[config.mk]
export PLATFORM = sky130hd
export DESIGN_NAME = reg_spill_fill_flat
export DESIGN_NICKNAME = d
export VERILOG_FILES = /design/src/rtl/reg_spill_fill_if.sv /design/src/rtl/reg_spill_fill.sv /design/src/flat_wrapper.sv
export SDC_FILE = /design/constraint.sdc
export NUM_CORES = 1
export LEC_CHECK = 0
export CORE_ASPECT_RATIO = 0.9
export CORE_UTILIZATION = 68
export CTS_CLUSTER_SIZE = 14
export DETAILED_ROUTE_END_ITERATION = 7
export DONT_BUFFER_PORTS = 1
export HOLD_SLACK_MARGIN = 0.1
export MAX_ROUTING_LAYER = met4
export PLACE_DENSITY = 0.81
export RECOVER_POWER = 100
export REMOVE_ABC_BUFFERS = 1
export SLEW_MARGIN = 20
export SYNTH_ARGS = -nofsm -noshare
export SYNTH_HDL_FRONTEND = slang
export SYNTH_SLANG_ARGS = --single-unit
[constraint.sdc]
create_clock -name clk -period 4.1 [get_ports clk]
set_input_delay 0.82 -clock clk [delete_from_list [all_inputs] [get_ports clk]]
set_output_delay 0.82 -clock clk [all_outputs]
set_load 0.01 [all_outputs]
[src/rtl/reg_spill_fill_if.sv]
// Memory-side handshake bundle of the register spill/fill engine.
// The engine drives the request side (master); the data memory answers (slave).
interface reg_spill_fill_if #(
   parameter int DATA_W = 16
);
   logic              mem_req;
   logic              mem_we;
   logic [15:0]       mem_addr;
   logic [DATA_W-1:0] mem_wdata;
   logic              mem_ack;
   logic [DATA_W-1:0] mem_rdata;

   modport master (
      output mem_req,
      output mem_we,
      output mem_addr,
      output mem_wdata,
      input  mem_ack,
      input  mem_rdata
   );

   modport slave (
      input  mem_req,
      input  mem_we,
      input  mem_addr,
      input  mem_wdata,
      output mem_ack,
      output mem_rdata
   );
endinterface

[src/rtl/reg_spill_fill.sv]
// Spill/fill engine: copies a contiguous, wrapping register range to data memory
// (save) or back into the register file (restore), one register per transaction.
module reg_spill_fill #(
   parameter int DATA_W   = 16,
   parameter int NUM_REGS = 16,
   parameter int IDX_W    = 16
) (
   input  logic              clk,
   input  logic              rst_n,
   input  logic              start,
   input  logic              mode,
   input  logic [3:0]        first_reg,
   input  logic [4:0]        count,
   input  logic [15:0]       base_addr,
   output logic              busy,
   output logic              done,
   output logic [IDX_W-1:0]  rf_rd_idx,
   input  logic [DATA_W-1:0] rf_rd_data,
   output logic              rf_wr_en,
   output logic [IDX_W-1:0]  rf_wr_idx,
   output logic [DATA_W-1:0] rf_wr_data,
   reg_spill_fill_if.master  mem
);

   localparam int IDX_BITS = $clog2(NUM_REGS);
   localparam int CNT_W    = $clog2(NUM_REGS + 1);

   typedef enum logic [2:0] {
      IDLE,
      SAVE_RD,
      SAVE_REQ,
      RST_REQ,
      RST_WB,
      DONE
   } state_e;

   state_e              state_q, state_d;
   logic [IDX_BITS-1:0] idx_q, idx_d;
   logic [15:0]         addr_q, addr_d;
   logic [CNT_W-1:0]    remaining_q, remaining_d;
   logic                busy_q, busy_d;
   logic                done_q, done_d;
   logic                mem_req_q, mem_req_d;
   logic                mem_we_q, mem_we_d;
   logic [15:0]         mem_addr_q, mem_addr_d;
   logic [DATA_W-1:0]   mem_wdata_q, mem_wdata_d;
   logic                rf_wr_en_q, rf_wr_en_d;
   logic [IDX_BITS-1:0] rf_wr_idx_q, rf_wr_idx_d;
   logic [DATA_W-1:0]   rf_wr_data_q, rf_wr_data_d;

   always_comb begin
      state_d      = state_q;
      idx_d        = idx_q;
      addr_d       = addr_q;
      remaining_d  = remaining_q;
      busy_d       = busy_q;
      done_d       = 1'b0;
      mem_req_d    = mem_req_q;
      mem_we_d     = mem_we_q;
      mem_addr_d   = mem_addr_q;
      mem_wdata_d  = mem_wdata_q;
      rf_wr_en_d   = 1'b0;
      rf_wr_idx_d  = rf_wr_idx_q;
      rf_wr_data_d = rf_wr_data_q;

      unique case (state_q)
         IDLE: begin
            if (start) begin
               idx_d       = IDX_BITS'(first_reg);
               addr_d      = base_addr;
               remaining_d = (int'(count) > NUM_REGS) ? CNT_W'(NUM_REGS) : CNT_W'(count);
               busy_d      = 1'b1;
               if (count == 5'd0) begin
                  state_d = DONE;
                  done_d  = 1'b1;
               end else if (mode) begin
                  // Restore issues its read request on the same edge that leaves IDLE.
                  state_d    = RST_REQ;
                  mem_req_d  = 1'b1;
                  mem_we_d   = 1'b0;
                  mem_addr_d = base_addr;
               end else begin
                  state_d = SAVE_RD;
               end
            end
         end

         SAVE_RD: begin
            mem_wdata_d = rf_rd_data;
            mem_req_d   = 1'b1;
            mem_we_d    = 1'b1;
            mem_addr_d  = addr_q;
            state_d     = SAVE_REQ;
         end

         SAVE_REQ: begin
            if (mem.mem_ack) begin
               mem_req_d   = 1'b0;
               mem_we_d    = 1'b0;
               remaining_d = remaining_q - CNT_W'(1);
               if (remaining_q == CNT_W'(1)) begin
                  state_d = DONE;
                  done_d  = 1'b1;
               end else begin
                  idx_d   = idx_q + IDX_BITS'(1);
                  addr_d  = addr_q + 16'd1;
                  state_d = SAVE_RD;
               end
            end
         end

         RST_REQ: begin
            if (mem.mem_ack) begin
               mem_req_d    = 1'b0;
               rf_wr_data_d = mem.mem_rdata;
               rf_wr_idx_d  = idx_q;
               rf_wr_en_d   = 1'b1;
               state_d      = RST_WB;
            end
         end

         RST_WB: begin
            remaining_d = remaining_q - CNT_W'(1);
            if (remaining_q == CNT_W'(1)) begin
               state_d = DONE;
               done_d  = 1'b1;
            end else begin
               idx_d      = idx_q + IDX_BITS'(1);
               addr_d     = addr_q + 16'd1;
               mem_req_d  = 1'b1;
               mem_we_d   = 1'b0;
               mem_addr_d = addr_q + 16'd1;
               state_d    = RST_REQ;
            end
         end

         DONE: begin
            busy_d  = 1'b0;
            state_d = IDLE;
         end

         default: begin
            state_d   = IDLE;
            busy_d    = 1'b0;
            mem_req_d = 1'b0;
            mem_we_d  = 1'b0;
         end
      endcase
   end

   always_ff @(posedge clk or negedge rst_n) begin
      if (!rst_n) begin
         state_q      <= IDLE;
         idx_q        <= '0;
         addr_q       <= '0;
         remaining_q  <= '0;
         busy_q       <= 1'b0;
         done_q       <= 1'b0;
         mem_req_q    <= 1'b0;
         mem_we_q     <= 1'b0;
         mem_addr_q   <= '0;
         mem_wdata_q  <= '0;
         rf_wr_en_q   <= 1'b0;
         rf_wr_idx_q  <= '0;
         rf_wr_data_q <= '0;
      end else begin
         state_q      <= state_d;
         idx_q        <= idx_d;
         addr_q       <= addr_d;
         remaining_q  <= remaining_d;
         busy_q       <= busy_d;
         done_q       <= done_d;
         mem_req_q    <= mem_req_d;
         mem_we_q     <= mem_we_d;
         mem_addr_q   <= mem_addr_d;
         mem_wdata_q  <= mem_wdata_d;
         rf_wr_en_q   <= rf_wr_en_d;
         rf_wr_idx_q  <= rf_wr_idx_d;
         rf_wr_data_q <= rf_wr_data_d;
      end
   end

   assign busy          = busy_q;
   assign done          = done_q;
   assign rf_rd_idx     = IDX_W'(idx_q);
   assign rf_wr_en      = rf_wr_en_q;
   assign rf_wr_idx     = IDX_W'(rf_wr_idx_q);
   assign rf_wr_data    = rf_wr_data_q;
   assign mem.mem_req   = mem_req_q;
   assign mem.mem_we    = mem_we_q;
   assign mem.mem_addr  = mem_addr_q;
   assign mem.mem_wdata = mem_wdata_q;

   // Invariants of the handshake and the write-back pulse.
   a_we_needs_req : assert property (@(posedge clk) disable iff (!rst_n) mem.mem_we |-> mem.mem_req);
   a_wr_one_cycle : assert property (@(posedge clk) disable iff (!rst_n) rf_wr_en |=> !rf_wr_en);
   a_done_busy    : assert property (@(posedge clk) disable iff (!rst_n) done |-> busy);
   a_wr_no_req    : assert property (@(posedge clk) disable iff (!rst_n) !(rf_wr_en && mem.mem_req));

endmodule

[src/flat_wrapper.sv]
// flat-port wrapper written by rule: the top's interface ports become plain ports
module reg_spill_fill_flat 
#(
   parameter int DATA_W   = 16,
   parameter int NUM_REGS = 16,
   parameter int IDX_W    = 16
)
  (clk, rst_n, start, mode, first_reg, count, base_addr, busy, done, rf_rd_idx, rf_rd_data, rf_wr_en, rf_wr_idx, rf_wr_data, mem_mem_req, mem_mem_we, mem_mem_addr, mem_mem_wdata, mem_mem_ack, mem_mem_rdata);
  reg_spill_fill_if #(.DATA_W(DATA_W)) mem_i ();
  input  logic clk;
  input  logic rst_n;
  input  logic start;
  input  logic mode;
  input  logic [3:0] first_reg;
  input  logic [4:0] count;
  input  logic [15:0] base_addr;
  output logic busy;
  output logic done;
  output logic [IDX_W-1:0] rf_rd_idx;
  input  logic [DATA_W-1:0] rf_rd_data;
  output logic rf_wr_en;
  output logic [IDX_W-1:0] rf_wr_idx;
  output logic [DATA_W-1:0] rf_wr_data;
  output wire logic [$bits(mem_i.mem_req)-1:0] mem_mem_req;
  output wire logic [$bits(mem_i.mem_we)-1:0] mem_mem_we;
  output wire logic [$bits(mem_i.mem_addr)-1:0] mem_mem_addr;
  output wire logic [$bits(mem_i.mem_wdata)-1:0] mem_mem_wdata;
  input wire logic [$bits(mem_i.mem_ack)-1:0] mem_mem_ack;
  input wire logic [$bits(mem_i.mem_rdata)-1:0] mem_mem_rdata;
  assign mem_mem_req = mem_i.mem_req;
  assign mem_mem_we = mem_i.mem_we;
  assign mem_mem_addr = mem_i.mem_addr;
  assign mem_mem_wdata = mem_i.mem_wdata;
  assign mem_i.mem_ack = mem_mem_ack;
  assign mem_i.mem_rdata = mem_mem_rdata;
  reg_spill_fill #(.DATA_W(DATA_W), .NUM_REGS(NUM_REGS), .IDX_W(IDX_W)) u_core (.clk(clk), .rst_n(rst_n), .start(start), .mode(mode), .first_reg(first_reg), .count(count), .base_addr(base_addr), .busy(busy), .done(done), .rf_rd_idx(rf_rd_idx), .rf_rd_data(rf_rd_data), .rf_wr_en(rf_wr_en), .rf_wr_idx(rf_wr_idx), .rf_wr_data(rf_wr_data), .mem(mem_i));
endmodule
# == Word level (Yosys, flattened, before mapping) ==
# Cells that the tools add are included.
# W data, S select, Z words.
# word_totals
reg_bits,85
input_bits,62
out_inout_bits,85
wordCells,92
# classes
addsub,3
n_lt_le_gt_ge,1
n_eq_ne,13
n_mux,45
bitwise,3
reduce_logical,14
# ops
operator,n
$mux W16,7
$pmux W16 S3,2
$mux W3,6
$add A16 B1 Y16 const B,1
$mux W1,16
$mux W5,3
$pmux W3 S5,1
$pmux W5 S3,1
$mux W4,3
$ne A2 B2 Y1 const B,6
$pmux W4 S3,1
$reduce_and A6 Y1,2
$pmux W1 S5,2
$eq A3 B2 Y1 const B,2
$eq A3 B3 Y1 const B,2
$reduce_and A3 Y1,2
$reduce_bool A3 Y1,2
$eq A5 B1 Y1 const B,1
$gt A5 B5 Y1 const B,1
$logic_not A5 Y1,1
$reduce_and A5 Y1,1
$sub A5 B1 Y5 const B,1
$add A4 B1 Y4 const B,1
$reduce_and A2 Y1,2
other kinds (9),12

# == Logic depth before layout (Yosys ltp) ==
# logic_depth
depth_word,4
ltp_mapped,8
ltp_nobuf,7

# == Worst setup path before layout ==
# Ideal clock, no wire load.
# synth_timing
kind,input to register
startpoint,input count[1]
endpoint,register u_core.mem_addr_q[12] (netlist: u_core.mem.mem_addr[12])
setup_ps,82
arrival_time_ps,2072
required_time_ps,4018
setup_slack_ps,1946
stages,6
cell_sequence,or4_4 -> o2111ai_2 -> a31oi_2 -> buf_6 -> buf_6 -> a31oi_1
# synth_via
elab_chain_cells,3
# synth_rtl
element,line,rtl
from (decl),flat_wrapper.sv:15,input logic [4:0] count;
$logic_not A5 Y1,reg_spill_fill.sv:73,if (count == 5'd0) begin
$ne A2 B2 Y1 (no source line),-,
$reduce_and A5 Y1 (no source line),-,
to (signal assigned),reg_spill_fill.sv:175,mem_addr_q <= mem_addr_d;
to (decl),reg_spill_fill.sv:45,"logic [15:0] mem_addr_q, mem_addr_d;"
# Every way passes these cells.
# A chain may end at the register's enable or synchronous reset.

# == Worst setup path after layout ==
# layout_timing
startpoint,register u_core.state_q[2]
endpoint,register u_core.addr_q[11]
# layout_via
elab_chain_cells,3
word_cells_on_any_way,8
classes_between,eq/ne: 4; mux: 1; reduce/logical: 3
# layout_rtl
element,line,rtl
from (decl),reg_spill_fill.sv:37,"state_e state_q, state_d;"
from (signal assigned),reg_spill_fill.sv:167,state_q <= state_d;
"$eq A3 B2 Y1, or another cell as far along",reg_spill_fill.sv:66,unique case (state_q)
$ne A2 B2 Y1 (no source line) / $reduce_bool A3 Y1 (equally long branches),-,
$reduce_and A3 Y1 (no source line),-,
to (signal assigned),reg_spill_fill.sv:169,addr_q <= addr_d;
to (decl),reg_spill_fill.sv:39,"logic [15:0] addr_q, addr_d;"
# Parallel ways exist; a longest one is shown, timed or not.

==> impl_metrics.ini <==
[grt]
grt_pass1_wl_um = 16480
grt_pass1_vias = 3525
grt_max_degree = 86
overflow = 0
antenna_found_initial = 0
grt_use_total_pct = 30.66

[critical_path]
crit_required_ps = 4350
path_depth = 5
crit_path_cell_trace = nand2b_1 -> a21oi_1 -> a21boi_2 -> o21a_1 -> o22a_1
critPathLaunchType = flip-flop
max_stage_delay_ps = 1300
cp-end-kind = flip-flop
path_buf_inv = 0
critPathTopFamily = compound AO/OA/AOI/OAI gates
crit_type = flip-flop to flip-flop
worstPathArrival_ps = 3450
cpMaxStageDelayCell = a21oi_1
crit_fanout = 22
rr_worst_depth = 5

[place]
dp_hpwl_um = 7092
port_buffers = 0
gp_congestion = 0.8943
dp.cells = 601
pre_cts_ws_ps = 1301

[outcome]
violations = capacitance limit, slew limit
status = finished, violations left

[clock_network]
htreeDepth = 3
root_buffer = clkbuf_8
clk_latency_ps = 350
clk_pin_slew_ps = 90
cts_resized = 0
clock_path_buffers = 2
cts_tree = built
cts_sinks = 85
cts_setup_buffers = 0
hold_buffers = 0
cts_buffers = 9

[synth]
synth-async-reset-ratio_pct = 100.0
synth_edf_count = 0
yosysWarnings = 0
synth_ff_type = dfrtp_1
syn_avg_cell_area_um2 = 8.492
synth_cell_types = 59
syn-cell-area_um2 = 4619
ys_seq_area_share_pct = 46.05
synth_seq_cells = 85
synth_cells = 544

[sta]
hold_viol = 0
timing.fmax_mhz = 312.1
finalSetupTns_ps = 0
slew_violations = 23
rsz0062_at_grt = no
period_share_pct = 78.14
relSlewSlack_pct = -9.762
tightest_slew_ps = 1646
finClkSkew_ps = 7.852
finalCriticalPeriod_ps = 3204
fin_ws_ps = 896.1
setup_viol = 0

[detailed_routing]
wl_per_cell_um = 16.72
route.detailed.drc = 0
dr.pass1.iters = 5
routed_wirelength_um = 10320
vias = 3797
vias_per_cell = 6.154
final_antenna_net_count = 0
initialDrtViolationCount = 262

[pwr]
vdd_drop_max_mv = 0.4113
switching_share_pct = 47.16
p_int_w = 0.002128
leakagePower_nw = 2.110
p_per_area_nw_per_um2 = 864.6
power_frac_clock_pct = 14.2
pwr-share-seq_pct = 45.2
finalPower_w = 0.004028
p_comb_share_pct = 40.6
p_sw_w = 0.001899

[job]
cap_violations = 1

[floorplan]
initial_utilization_pct = 70.14
rows = 28
fp.dieW_um = 88.88
fp.coreArea_um2 = 6586
die_h_um = 80.19
design.die.area_um2 = 7127
io_pins = 147

[cells_and_area]
syn_to_final_growth_pct = 0.8397
stdcell_count = 617
nNetsFinal = 588
layout-drive-gt1-share_pct = 5.123
fillCellCount = 536
diodes = 0

[worst_hold_path]
hp-class = input pin to asynchronous set/reset pin
worst reg2reg max path, cell delays in order, from the launching register on:
cell	delay, ps
dfrtp_1	680
nand2b_1	220
a21oi_1	1300
a21boi_2	500
o21a_1	230
o22a_1	170
final cells by class:
type | instances | area (um2) | share of cell area (%)
Clock inverter | 6 | 52.55 | 1.128
Timing Repair Buffer | 4 | 26.28 | 0.5641
Inverter | 11 | 41.29 | 0.8864
Clock buffer | 10 | 137.6 | 2.955
Multi-Input combinational cell | 411 | 2161 | 46.39
Sequential cell | 85 | 2127 | 45.66
Tap cell | 90 | 112.6 | 2.417
power by group through the flow:
stage | Sequential, W | Combinational [W] | Clock (W)
2_1_floorplan | 0.00171 | 0.00129 | 0
3_3_place_gp | 0.00181 | 0.00157 | 0
3_5_place_dp | 0.00183 | 0.00164 | 0
4_1_cts | 0.00182 | 0.00165 | 0.000586
5_1_grt | 0.00189 | 0.00187 | 0.000615
6_report | 0.00182 | 0.00164 | 0.000572
cell usage in the layout (no fill, tap or decap), types with 7 or more instances in the layout:
| cell type | instances |
|---|---|
| clkbuf_8 | 10 |
| a31oi_1 | 17 |
| o21ai_0 | 30 |
| o22a_1 | 7 |
| dfrtp_1 | 85 |
| a21oi_1 | 40 |
| nand2_1 | 142 |
| conb_1 | 24 |
| a22oi_1 | 10 |
| nand3_1 | 9 |
| nor2_1 | 40 |
| inv_1 | 11 |
routing by layer:
metal	GRT usage, %	part of all wire [%]	vias up
met5	-	0	-
met4	8.871	1.4	0
met3	8.222	9.3	16
met2	48.92	47	177
met1	38.41	42	1809
li1	-	-	1795
through the flow:
step / area (um2) / hold slack, ps / util (%)
global placement: 4489 / 525.6 / 68.16
global route: 4658 / 126.5 / 70.73
finish: 4658 / 151.0 / 70.73
CTS: 4679 / 132.4 / 71.05
floorplan: 4347 / 513.9 / -
detailed placement: 4489 / 525.4 / 68.16
sequential cells by signal, summed over array words and instances, names as in the netlist, 3 cells and up:
name,cells
u_core.remaining_q,5
u_core.state_q,3
u_core.addr_q,16
u_core.idx_q,4
u_core.mem.mem_wdata,16
u_core.rf_wr_idx_q,4
u_core.rf_wr_data,16
u_core.mem.mem_addr,16
cells in the mapped netlist (3+ instances only):
| master | number | area share, % |
|---|---|---|
| nand3_1 | 9 | 0.98 |
| o22ai_1 | 3 | 0.41 |
| ha_1 | 4 | 1.1 |
| o22a_1 | 7 | 1.3 |
| inv_1 | 11 | 0.89 |
| a221oi_1 | 5 | 0.95 |
| mux2i_1 | 3 | 0.65 |
| dfrtp_1 | 85 | 46 |
| a41oi_1 | 3 | 0.57 |
| and3_1 | 4 | 0.54 |
| o21a_1 | 3 | 0.49 |
| a211oi_1 | 3 | 0.49 |
| nand2_1 | 142 | 12 |
| a21o_1 | 3 | 0.49 |
| buf_2 | 20 | 2.2 |
| o21ai_0 | 30 | 3.3 |
| nor3_1 | 5 | 0.54 |
| clkbuf_1 | 11 | 0.89 |
| a31oi_1 | 16 | 2.2 |
| buf_4 | 25 | 4.1 |
| nand2b_1 | 5 | 0.68 |
| nor3b_1 | 4 | 0.65 |
| nand4_1 | 3 | 0.41 |
| nor4_1 | 4 | 0.54 |
| nor2_1 | 40 | 3.3 |
| a21oi_1 | 38 | 4.1 |
| a22oi_1 | 10 | 1.6 |
| a2bb2oi_1 | 5 | 0.95 |
logic make-up after synthesis:
logic type	Yosys count	share of synthesized area [%]
simple gates	229	21.48
compound gates	145	20.75
flops	85	46.05
buf+inv	71	8.668
fa+ha+maj	4	1.083
other cells	1	0.08118
xor+xnor	4	0.7585
mux	5	1.138
worst paths after layout:
check,start,endpoint,slack [ps]
setup reg to reg,u_core.state_q[2],u_core.addr_q[11],900
hold reg to reg,u_core.mem.mem_wdata[10],u_core.mem.mem_wdata[10],550
setup / recovery,u_core.state_q[2],u_core.addr_q[11],900
hold / removal,rst_n,u_core.mem.mem_wdata[0],150
min in group clk,u_core.mem.mem_wdata[10],u_core.mem.mem_wdata[10],550
max in group asynchronous,rst_n,u_core.state_q[0],3830
Note: power is estimated with default switching activity, not from simulation.
